<file path="config.mk">
export PLATFORM = sky130hd
export DESIGN_NAME = operand_fifo_flat
export DESIGN_NICKNAME = d
export VERILOG_FILES = /design/src/rtl/daric_pkg.sv /design/src/rtl/operand_fifo_if.sv /design/src/rtl/fifo_ptr_ctr.sv /design/src/rtl/operand_fifo.sv /design/src/flat_wrapper.sv
export SDC_FILE = /design/constraint.sdc
export NUM_CORES = 1
export LEC_CHECK = 0
export ABC_AREA = 0
export ABC_CLOCK_PERIOD_IN_PS = 4200
export CORE_ASPECT_RATIO = 1.5
export CORE_MARGIN = 10
export CORE_UTILIZATION = 30
export CTS_BUF_LIST = sky130_fd_sc_hd__clkbuf_8
export CTS_CLUSTER_DIAMETER = 40
export DETAILED_ROUTE_END_ITERATION = 10
export HOLD_SLACK_MARGIN = 0.1
export RECOVER_POWER = 50
export SYNTH_ARGS = -nofsm -noshare
export SYNTH_HDL_FRONTEND = slang
export SYNTH_SLANG_ARGS = --single-unit
</file>
<file path="constraint.sdc">
create_clock -name clk -period 4.2 [get_ports clk]
set_clock_uncertainty 0.2 [all_clocks]
set_input_delay 0.42 -clock clk [delete_from_list [all_inputs] [get_ports clk]]
set_output_delay 0.42 -clock clk [all_outputs]
set_load 0.005 [all_outputs]
</file>
<file path="src/rtl/daric_pkg.sv">
// Shared definitions for the operand datapath blocks: default operand width,
// the operand type and the pointer-width helper.
package daric_pkg;

    localparam int DATA_W = 32;

    typedef logic [DATA_W-1:0] data_t;

    // A two-entry buffer still needs a one-bit pointer, so clamp the width at 1
    function automatic int ptr_w(input int depth);
        return (depth <= 2) ? 1 : $clog2(depth);
    endfunction

endpackage

</file>
<file path="src/rtl/operand_fifo_if.sv">
// Valid/ready handshake bundle between producer, operand_fifo and consumer.
// The slave modport is the FIFO's view; master is the producer/consumer side.
interface operand_fifo_if #(
    parameter int DATA_W = 32
);
    logic              in_valid;
    logic [DATA_W-1:0] in_data;
    logic              in_ready;
    logic              out_valid;
    logic [DATA_W-1:0] out_data;
    logic              out_ready;

    modport master (
        output in_valid, in_data, out_ready,
        input  in_ready, out_valid, out_data
    );

    modport slave (
        input  in_valid, in_data, out_ready,
        output in_ready, out_valid, out_data
    );
endinterface

</file>
<file path="src/rtl/fifo_ptr_ctr.sv">
// AW-bit wrapping pointer with increment enable; synchronous clear wins over
// increment.
module fifo_ptr_ctr #(
    parameter int AW = 2
) (
    input  logic          clk,
    input  logic          rst_n,
    input  logic          clr_i,
    input  logic          inc_i,
    output logic [AW-1:0] ptr_o
);

    logic [AW-1:0] ptr_q;
    logic [AW-1:0] ptr_d;

    always_comb begin
        ptr_d = ptr_q;
        if (clr_i) begin
            ptr_d = '0;
        end else if (inc_i) begin
            ptr_d = ptr_q + AW'(1);
        end
    end

    always_ff @(posedge clk or negedge rst_n) begin
        if (!rst_n) begin
            ptr_q <= '0;
        end else begin
            ptr_q <= ptr_d;
        end
    end

    assign ptr_o = ptr_q;

endmodule

</file>
<file path="src/rtl/operand_fifo.sv">
// Elastic register-based operand buffer behind the PE output stage.
// Define OPERAND_FIFO_BYPASS_EN for a same-cycle path when the buffer is empty.
module operand_fifo
    import daric_pkg::*;
#(
    parameter int DATA_W   = daric_pkg::DATA_W,
    parameter int DEPTH    = 4,
    parameter int AFULL_TH = 3,
    localparam int AW      = ptr_w(DEPTH)
) (
    input  logic                clk,
    input  logic                rst_n,
    input  logic                flush,
    operand_fifo_if.slave       bus,
    output logic [AW:0]         count,
    output logic                almost_full
);

    logic [DATA_W-1:0] mem_q [DEPTH];
    logic [AW:0]       count_q;
    logic [AW:0]       count_d;
    logic [AW-1:0]     wr_ptr;
    logic [AW-1:0]     rd_ptr;
    logic              not_empty;
    logic              push;
    logic              pop;

    assign not_empty   = (count_q != '0);
    assign bus.in_ready = (count_q != (AW + 1)'(DEPTH));

`ifdef OPERAND_FIFO_BYPASS_EN
    logic byp;

    // An empty buffer hands the incoming word straight through; it is only
    // stored when the consumer cannot take it this cycle.
    assign byp          = !not_empty && bus.in_valid;
    assign bus.out_valid = not_empty || byp;
    assign bus.out_data  = not_empty ? mem_q[rd_ptr] :
                           (byp ? bus.in_data : '0);
    assign push = bus.in_valid && bus.in_ready && !(byp && bus.out_ready);
    assign pop  = not_empty && bus.out_ready;
`else
    assign bus.out_valid = not_empty;
    assign bus.out_data  = not_empty ? mem_q[rd_ptr] : '0;
    assign push = bus.in_valid && bus.in_ready;
    assign pop  = bus.out_valid && bus.out_ready;
`endif

    always_comb begin
        count_d = count_q;
        if (flush) begin
            count_d = '0;
        end else if (push && !pop) begin
            count_d = count_q + (AW + 1)'(1);
        end else if (pop && !push) begin
            count_d = count_q - (AW + 1)'(1);
        end
    end

    always_ff @(posedge clk or negedge rst_n) begin
        if (!rst_n) begin
            count_q <= '0;
        end else begin
            count_q <= count_d;
        end
    end

    // Flush discards the word offered in the same cycle
    always_ff @(posedge clk or negedge rst_n) begin
        if (!rst_n) begin
            for (int i = 0; i < DEPTH; i++) begin
                mem_q[i] <= '0;
            end
        end else if (push && !flush) begin
            mem_q[wr_ptr] <= bus.in_data;
        end
    end

    fifo_ptr_ctr #(.AW(AW)) u_wr_ptr (
        .clk   (clk),
        .rst_n (rst_n),
        .clr_i (flush),
        .inc_i (push),
        .ptr_o (wr_ptr)
    );

    fifo_ptr_ctr #(.AW(AW)) u_rd_ptr (
        .clk   (clk),
        .rst_n (rst_n),
        .clr_i (flush),
        .inc_i (pop),
        .ptr_o (rd_ptr)
    );

    assign count       = count_q;
    assign almost_full = (count_q >= (AW + 1)'(AFULL_TH));

endmodule

</file>
<file path="src/flat_wrapper.sv">
// flat-port wrapper written by rule: the top's interface ports become plain ports
module operand_fifo_flat import daric_pkg::*;
#(
    parameter int DATA_W   = daric_pkg::DATA_W,
    parameter int DEPTH    = 4,
    parameter int AFULL_TH = 3,
    localparam int AW      = ptr_w(DEPTH)
)
  (clk, rst_n, flush, count, almost_full, bus_in_valid, bus_in_data, bus_out_ready, bus_in_ready, bus_out_valid, bus_out_data);
  operand_fifo_if #(.DATA_W(DATA_W)) bus_i ();
  input  logic clk;
  input  logic rst_n;
  input  logic flush;
  output logic [AW:0] count;
  output logic almost_full;
  input wire logic [$bits(bus_i.in_valid)-1:0] bus_in_valid;
  input wire logic [$bits(bus_i.in_data)-1:0] bus_in_data;
  input wire logic [$bits(bus_i.out_ready)-1:0] bus_out_ready;
  output wire logic [$bits(bus_i.in_ready)-1:0] bus_in_ready;
  output wire logic [$bits(bus_i.out_valid)-1:0] bus_out_valid;
  output wire logic [$bits(bus_i.out_data)-1:0] bus_out_data;
  assign bus_i.in_valid = bus_in_valid;
  assign bus_i.in_data = bus_in_data;
  assign bus_i.out_ready = bus_out_ready;
  assign bus_in_ready = bus_i.in_ready;
  assign bus_out_valid = bus_i.out_valid;
  assign bus_out_data = bus_i.out_data;
  operand_fifo #(.DATA_W(DATA_W), .DEPTH(DEPTH), .AFULL_TH(AFULL_TH)) u_core (.clk(clk), .rst_n(rst_n), .flush(flush), .bus(bus_i), .count(count), .almost_full(almost_full));
endmodule
</file>
==> flow_metrics.tcl, run 1 <==
set metrics [dict create \
    status "finished, violations left" \
    violations "capacitance limit, slew limit" \
    ioPinCount 75 \
    ys_ff_latch 135 \
    cp.buffers_inverters 2 \
    grt_max_degree 79 \
    cp.required_ns 3.58 \
    yosysWarningCount 0 \
    clk_latency_ns 0.44 \
    min_period_ns 3.559 \
    p_per_area_nw_per_um2 685.3 \
    hold_viol 0 \
    cts_max_level 4 \
    drc_errors 0 \
    slowest_delay_ns 1.00 \
    stdcell_count 775 \
    ir_drop_uv 311.7 \
    ff2ff_setup_slack_ns 1.30 \
    placeableCoreArea_um2 22890 \
    routabilityCongestion 0.8051 \
    path_max_fanout 21 \
    wirelength_um 15650 \
    p_leak_nw 3.740 \
    drtIter0Drc 198 \
    seq_area_frac_synth_pct 48.74 \
    via_per_inst 4.752 \
    cts_setup_buffers 0 \
    fmax_mhz 281.0 \
    fin_setup_tns_ns 0 \
    path_class "reg2out" \
    dpl.hpwl_um 10420 \
    synth_edf_count 0 \
    end_kind "primary output" \
    clk_pin_slew_ns 0.08 \
    start_util_pct 30.29 \
    wl_per_cell_um 20.20 \
    drv_slew 79 \
    die_w_um 144.1 \
    synth_cell_types 30 \
    clock-sinks 135 \
    syn_inst 407 \
    area_growth_pct 17.47 \
    vias 3683 \
    synth-main-ff-cell "dfrtp_1" \
    crit_path_top_delay_cell "dfrtp_1" \
    std_cell_rows 68 \
    die-area_um2 29710 \
    final_nets 524 \
    drive_gt1_share_pct 40.00 \
    crit_path_start_kind "flip-flop" \
    grt_pass1_wl_um 25250 \
    rsz0062_at_grt "no" \
    crit_family "flip-flops" \
    cts_tree "done" \
    grt_util_all_layers_pct 10.98 \
    cts-root-buf "clkbuf_8" \
    io_buffers 74 \
    tightestPinTransition_ns 1.957 \
    diodes 0 \
    overflow 0 \
    power.total_w 0.005580 \
    async_flop_share_pct 100.0 \
    hp-class "reg2reg" \
    first_pass_iters 6 \
    synth_area_um2 6932 \
    ant_nets 0 \
    dpl.cell_count 742 \
    min_period_over_period_pct 84.73 \
    synth.avg_cell_area_um2 17.03 \
    synth_nets 449 \
    cp.arrival_ns 2.94 \
    cap_violations 1 \
    die_h_um 206.2 \
    slew_headroom_pct -30.46 \
    cts_buffers 17 \
    antenna_found_initial 0 \
    grt_pass1_vias 4243 \
    path_cells "buf_12 > mux4_2 > nor2b_1 > clkdlybuf4s50_1" \
    clock_path_buffers 2 \
    setup_viol 0 \
]
[layout by cell type, fill, tap and decap left out, types with 3 or more instances in the layout]
cell type and n:
o21ai_0 5, nor2_1 9, clkbuf_2 3, bufinv_16 3, clkbuf_8 17, dfrtp_1 134, clkinvlp_4 5, nor2b_1 33
clkdlybuf4s50_1 72, mux2_4 108, buf_4 5, inv_1 7, ha_1 4, mux4_2 32, clkinv_2 3, mux2_2 10
mux2_1 12
[sequential cells by signal, indices dropped and copies added (netlist names)]
signal / count
u_core.u_rd_ptr.ptr_o: 2
u_core.mem_q: 128
u_core.u_wr_ptr.ptr_o: 2
u_core.count: 3
[synth_stat cells (2+ instances only)]
cell	count	area share (%)
a21oi_1	2	0.14
buf_12	12	3.5
buf_2	6	0.43
buf_4	2	0.22
clkbuf_1	8	0.43
dfrtp_1	135	49
ha_1	4	0.72
inv_1	7	0.38
mux2_2	10	1.6
mux2_4	120	26
mux4_2	32	10
nand3_1	2	0.14
nand4b_4	4	1.4
nor2_1	9	0.49
nor2b_1	33	3.0
nor3_1	2	0.14
o21ai_0	5	0.36
xor2_1	2	0.25
[where the power goes]
group	internal [W]	total, W	leakage, nW	switching (W)
Clock	0.000588	0.00113	0.194	0.000545
Combinational	0.00155	0.00225	1.85	0.000696
Sequential	0.00181	0.00220	1.70	0.000383
[metrics by stage]
step	utilization, %	hold slack [ns]	setup WS [ns]	instance area, um2
final	35.58	0.2935	0.6414	8143
after global placement	34.12	0.2818	1.287	7809
after floorplan	-	-0.07559	2.128	6932
after global routing	35.58	0.3101	0.4276	8143
after detailed placement	34.12	0.2901	1.247	7809
after CTS	35.96	0.3070	0.8562	8230
[logic make-up after synthesis]
| logic type | synth area share, % |
|---|---|
| AOI/OAI and AO/OA | 1.228 |
| xor gates and xnor gates | 0.2528 |
| adders and majority gates | 1.011 |
| buffers and inverters | 5.018 |
| DFF | 48.74 |
| muxes | 38.16 |
| and+or+nand+nor | 5.596 |
[worst register-to-register path, cell delays in order (launching register included)]
cell and delay, ns:
dfrtp_1 0.53, nor3b_4 0.36, inv_4 0.11, nand4b_1 0.62, buf_4 0.57, mux2_2 0.41
[metal layers]
metal  GRT usage (%)  up-vias  wire, um
met5               0        -         0
met4           3.841        0       215
met3           2.529       14       554
met2           19.34       59      8508
met1           12.68     1983      6375
li1                -     1627         -
[path summary, 6_finish.rpt]
kind	from	end	cells past startpoint
setup / recovery	u_core.u_rd_ptr.ptr_o[0]	bus_out_data[25]	4
hold / removal	u_core.mem_q[26]	u_core.mem_q[26]	1
setup reg to reg	u_core.count[2]	u_core.mem_q[64]	5
hold reg to reg	u_core.mem_q[26]	u_core.mem_q[26]	1
max in group asynchronous	rst_n	u_core.mem_q[18]	3
min in group asynchronous	rst_n	u_core.mem_q[8]	2
[repair_timing]
action,4_1_cts,5_1_grt
resized for setup,0,0
endpoints found under the setup margin,0,0
hold buffers,1,0
hold endpoints to repair,76,0
[layout make-up]
| class | count | area (um2) |
|---|---|---|
| fill | 2161 | 14740 |
| sequential | 135 | 3379 |
| multi-input combinational | 236 | 3136 |
| timing repair buffer | 84 | 833.3 |
| tap | 280 | 350.3 |
| clock buffer | 17 | 234.0 |
| clock inverter | 15 | 177.7 |
| inverter | 8 | 32.53 |
No activity file was read; power rests on OpenSTA's default activity.
==> run 2: changes to the inputs <==
- ABC_CLOCK_PERIOD_IN_PS: 4200 -> 2800
- clock period: 4.2 -> 2.8 ns (I/O delays scaled with it)
==> flow_metrics.tcl, run 2 (same netlist as run 1, synthesis figures left out) <==
set metrics [dict create \
    setup_viol 0 \
    final_cell_mix "dfrtp_1, mux2_4, clkdlybuf4s50_1" \
    dpl.hpwl_um 10730 \
    crit_family "buffers and inverters" \
    min_period_over_period_pct 96.42 \
    path_cells "buf_4 > clkbuf_16 > mux4_2 > nor2b_1 > clkdlybuf4s50_1" \
    placeableCoreArea_um2 22890 \
    cap_violations 1 \
    drc_errors 0 \
    wl_per_cell_um 20.51 \
    wl_met1_um 6658 \
    drtIter0Drc 220 \
    overflow 0 \
    path_max_fanout 8 \
    clock_path_buffers 2 \
    p_per_area_nw_per_um2 1009 \
    violations "capacitance limit, slew limit" \
    drive_gt1_share_pct 43.44 \
    fmax_mhz 370.4 \
    die-area_um2 29710 \
    cts_buffers 17 \
    std_cell_rows 68 \
    clk_latency_ns 0.45 \
    power.total_w 0.008554 \
    wirelength_um 16220 \
    path_class "reg2out" \
    die_w_um 144.1 \
    final_nets 540 \
    grt_pass1_vias 4293 \
    area_growth_pct 22.26 \
    start_util_pct 30.29 \
    clk_pin_slew_ns 0.08 \
    clock-sinks 135 \
    ff2ff_setup_slack_ns 0.30 \
    end_kind "primary output" \
    wl_met3_um 638 \
    ir_drop_uv 338.9 \
    fill_cells 2114 \
    diodes 0 \
    hold_viol 0 \
    top_layer "met5" \
    place_ws_ns 0.1868 \
    slew_headroom_pct -21.97 \
    top_register "u_core.mem_q" \
    cp.arrival_ns 2.22 \
    crit_path_top_delay_cell "mux4_2" \
    fin_setup_tns_ns 0 \
    cts_max_level 4 \
    via_per_inst 4.751 \
    final_common_cell "dfrtp_1" \
    min_period_ns 2.700 \
    status "finished, violations left" \
    setup_slack_ns 0.1003 \
    ioPinCount 75 \
    cts_tree "done" \
    die_h_um 206.2 \
    cp.required_ns 2.32 \
    cts-root-buf "clkbuf_8" \
    tightestPinTransition_ns 1.829 \
    grt_util_all_layers_pct 11.25 \
    p_leak_nw 4.155 \
    drv_slew 73 \
    wl_met2_um 8666 \
    first_pass_iters 4 \
    grt_max_degree 73 \
    grt_pass1_wl_um 25390 \
    cp.buffers_inverters 3 \
    antenna_found_initial 1 \
    multi_input_area_um2 3164 \
    routabilityCongestion 0.7722 \
    ant_nets 0 \
    crit_path_start_kind "flip-flop" \
    largest_reg_flops 128 \
    slowest_delay_ns 0.49 \
    vias 3758 \
    hp-class "reg2reg" \
    io_buffers 74 \
    regArea_um2 3383 \
]
==> run 2: changes by cell type in the layout (fill, tap and decap cells not counted), sizes merged <==
cell,previous run,this run
inv,10,8
clkinv,5,6
dlymetal6s2s,0,18
clkinvlp,5,3
buf,7,22
clkdlybuf4s50,72,54
clkbuf,20,24
==> run 2: cell type report <==
class	count	area share (%)
Clock buffer	20	3.248
Clock inverter	12	1.772
Inverter	8	0.3839
Multi-Input combinational cell	236	37.34
Sequential cell	135	39.92
Tap cell	280	4.134
Timing Repair Buffer	100	13.20
==> run 2: repair_timing <==
item,4_1_cts,5_1_grt
gates resized for setup,1,21
hold buffers,1,0
gates cloned,0,2
hold endpoints to repair,70,0
setup buffers,1,2
endpoints found under the setup margin,27,10
==> run 2: stage by stage <==
stage / instances / hold slack [ns] / area [um2] / util, %
4_1_cts: 787 / 0.2116 / 8412 / 36.75
2_1_floorplan: 407 / -0.2156 / 6932 / -
6_report: 791 / 0.2958 / 8474 / 37.03
3_3_place_gp: 753 / 0.1375 / 7966 / 34.81
3_5_place_dp: 753 / 0.1482 / 7966 / 34.81
5_1_grt: 791 / 0.3139 / 8474 / 37.03
==> run 2: where the power goes <==
group	internal (W)	switching (W)
logic	0.00242	0.00116
registers	0.00273	0.000502
clock network	0.000947	0.000799
total	0.00610	0.00246
==> run 2: path summary, 6_finish.rpt <==
kind,depth (start not counted),endpoint,from
worst max-delay path,5,bus_out_data[16],u_core.u_rd_ptr.ptr_o[0]
worst min-delay path,1,u_core.mem_q[14],u_core.mem_q[14]
worst max register to register,5,u_core.mem_q[81],u_core.count[2]
worst min register to register,1,u_core.mem_q[14],u_core.mem_q[14]
max in group asynchronous,2,u_core.u_rd_ptr.ptr_o[1],rst_n
min in group asynchronous,2,u_core.mem_q[6],rst_n
==> run 2: worst reg2reg max path: stages, from the launching register on <==
cell and delay, ns:
dfrtp_1 0.50, nor3b_4 0.23, inv_4 0.14, nand4b_2 0.58, buf_12 0.42, mux2_4 0.31
==> run 2: routing by layer <==
| metal | GRT usage (%) | vias to the layer above |
|---|---|---|
| met3 | 3.081 | 19 |
| met5 | 0 | - |
| li1 | - | 1659 |
| met4 | 4.353 | 2 |
| met2 | 19.24 | 73 |
| met1 | 13.02 | 2005 |
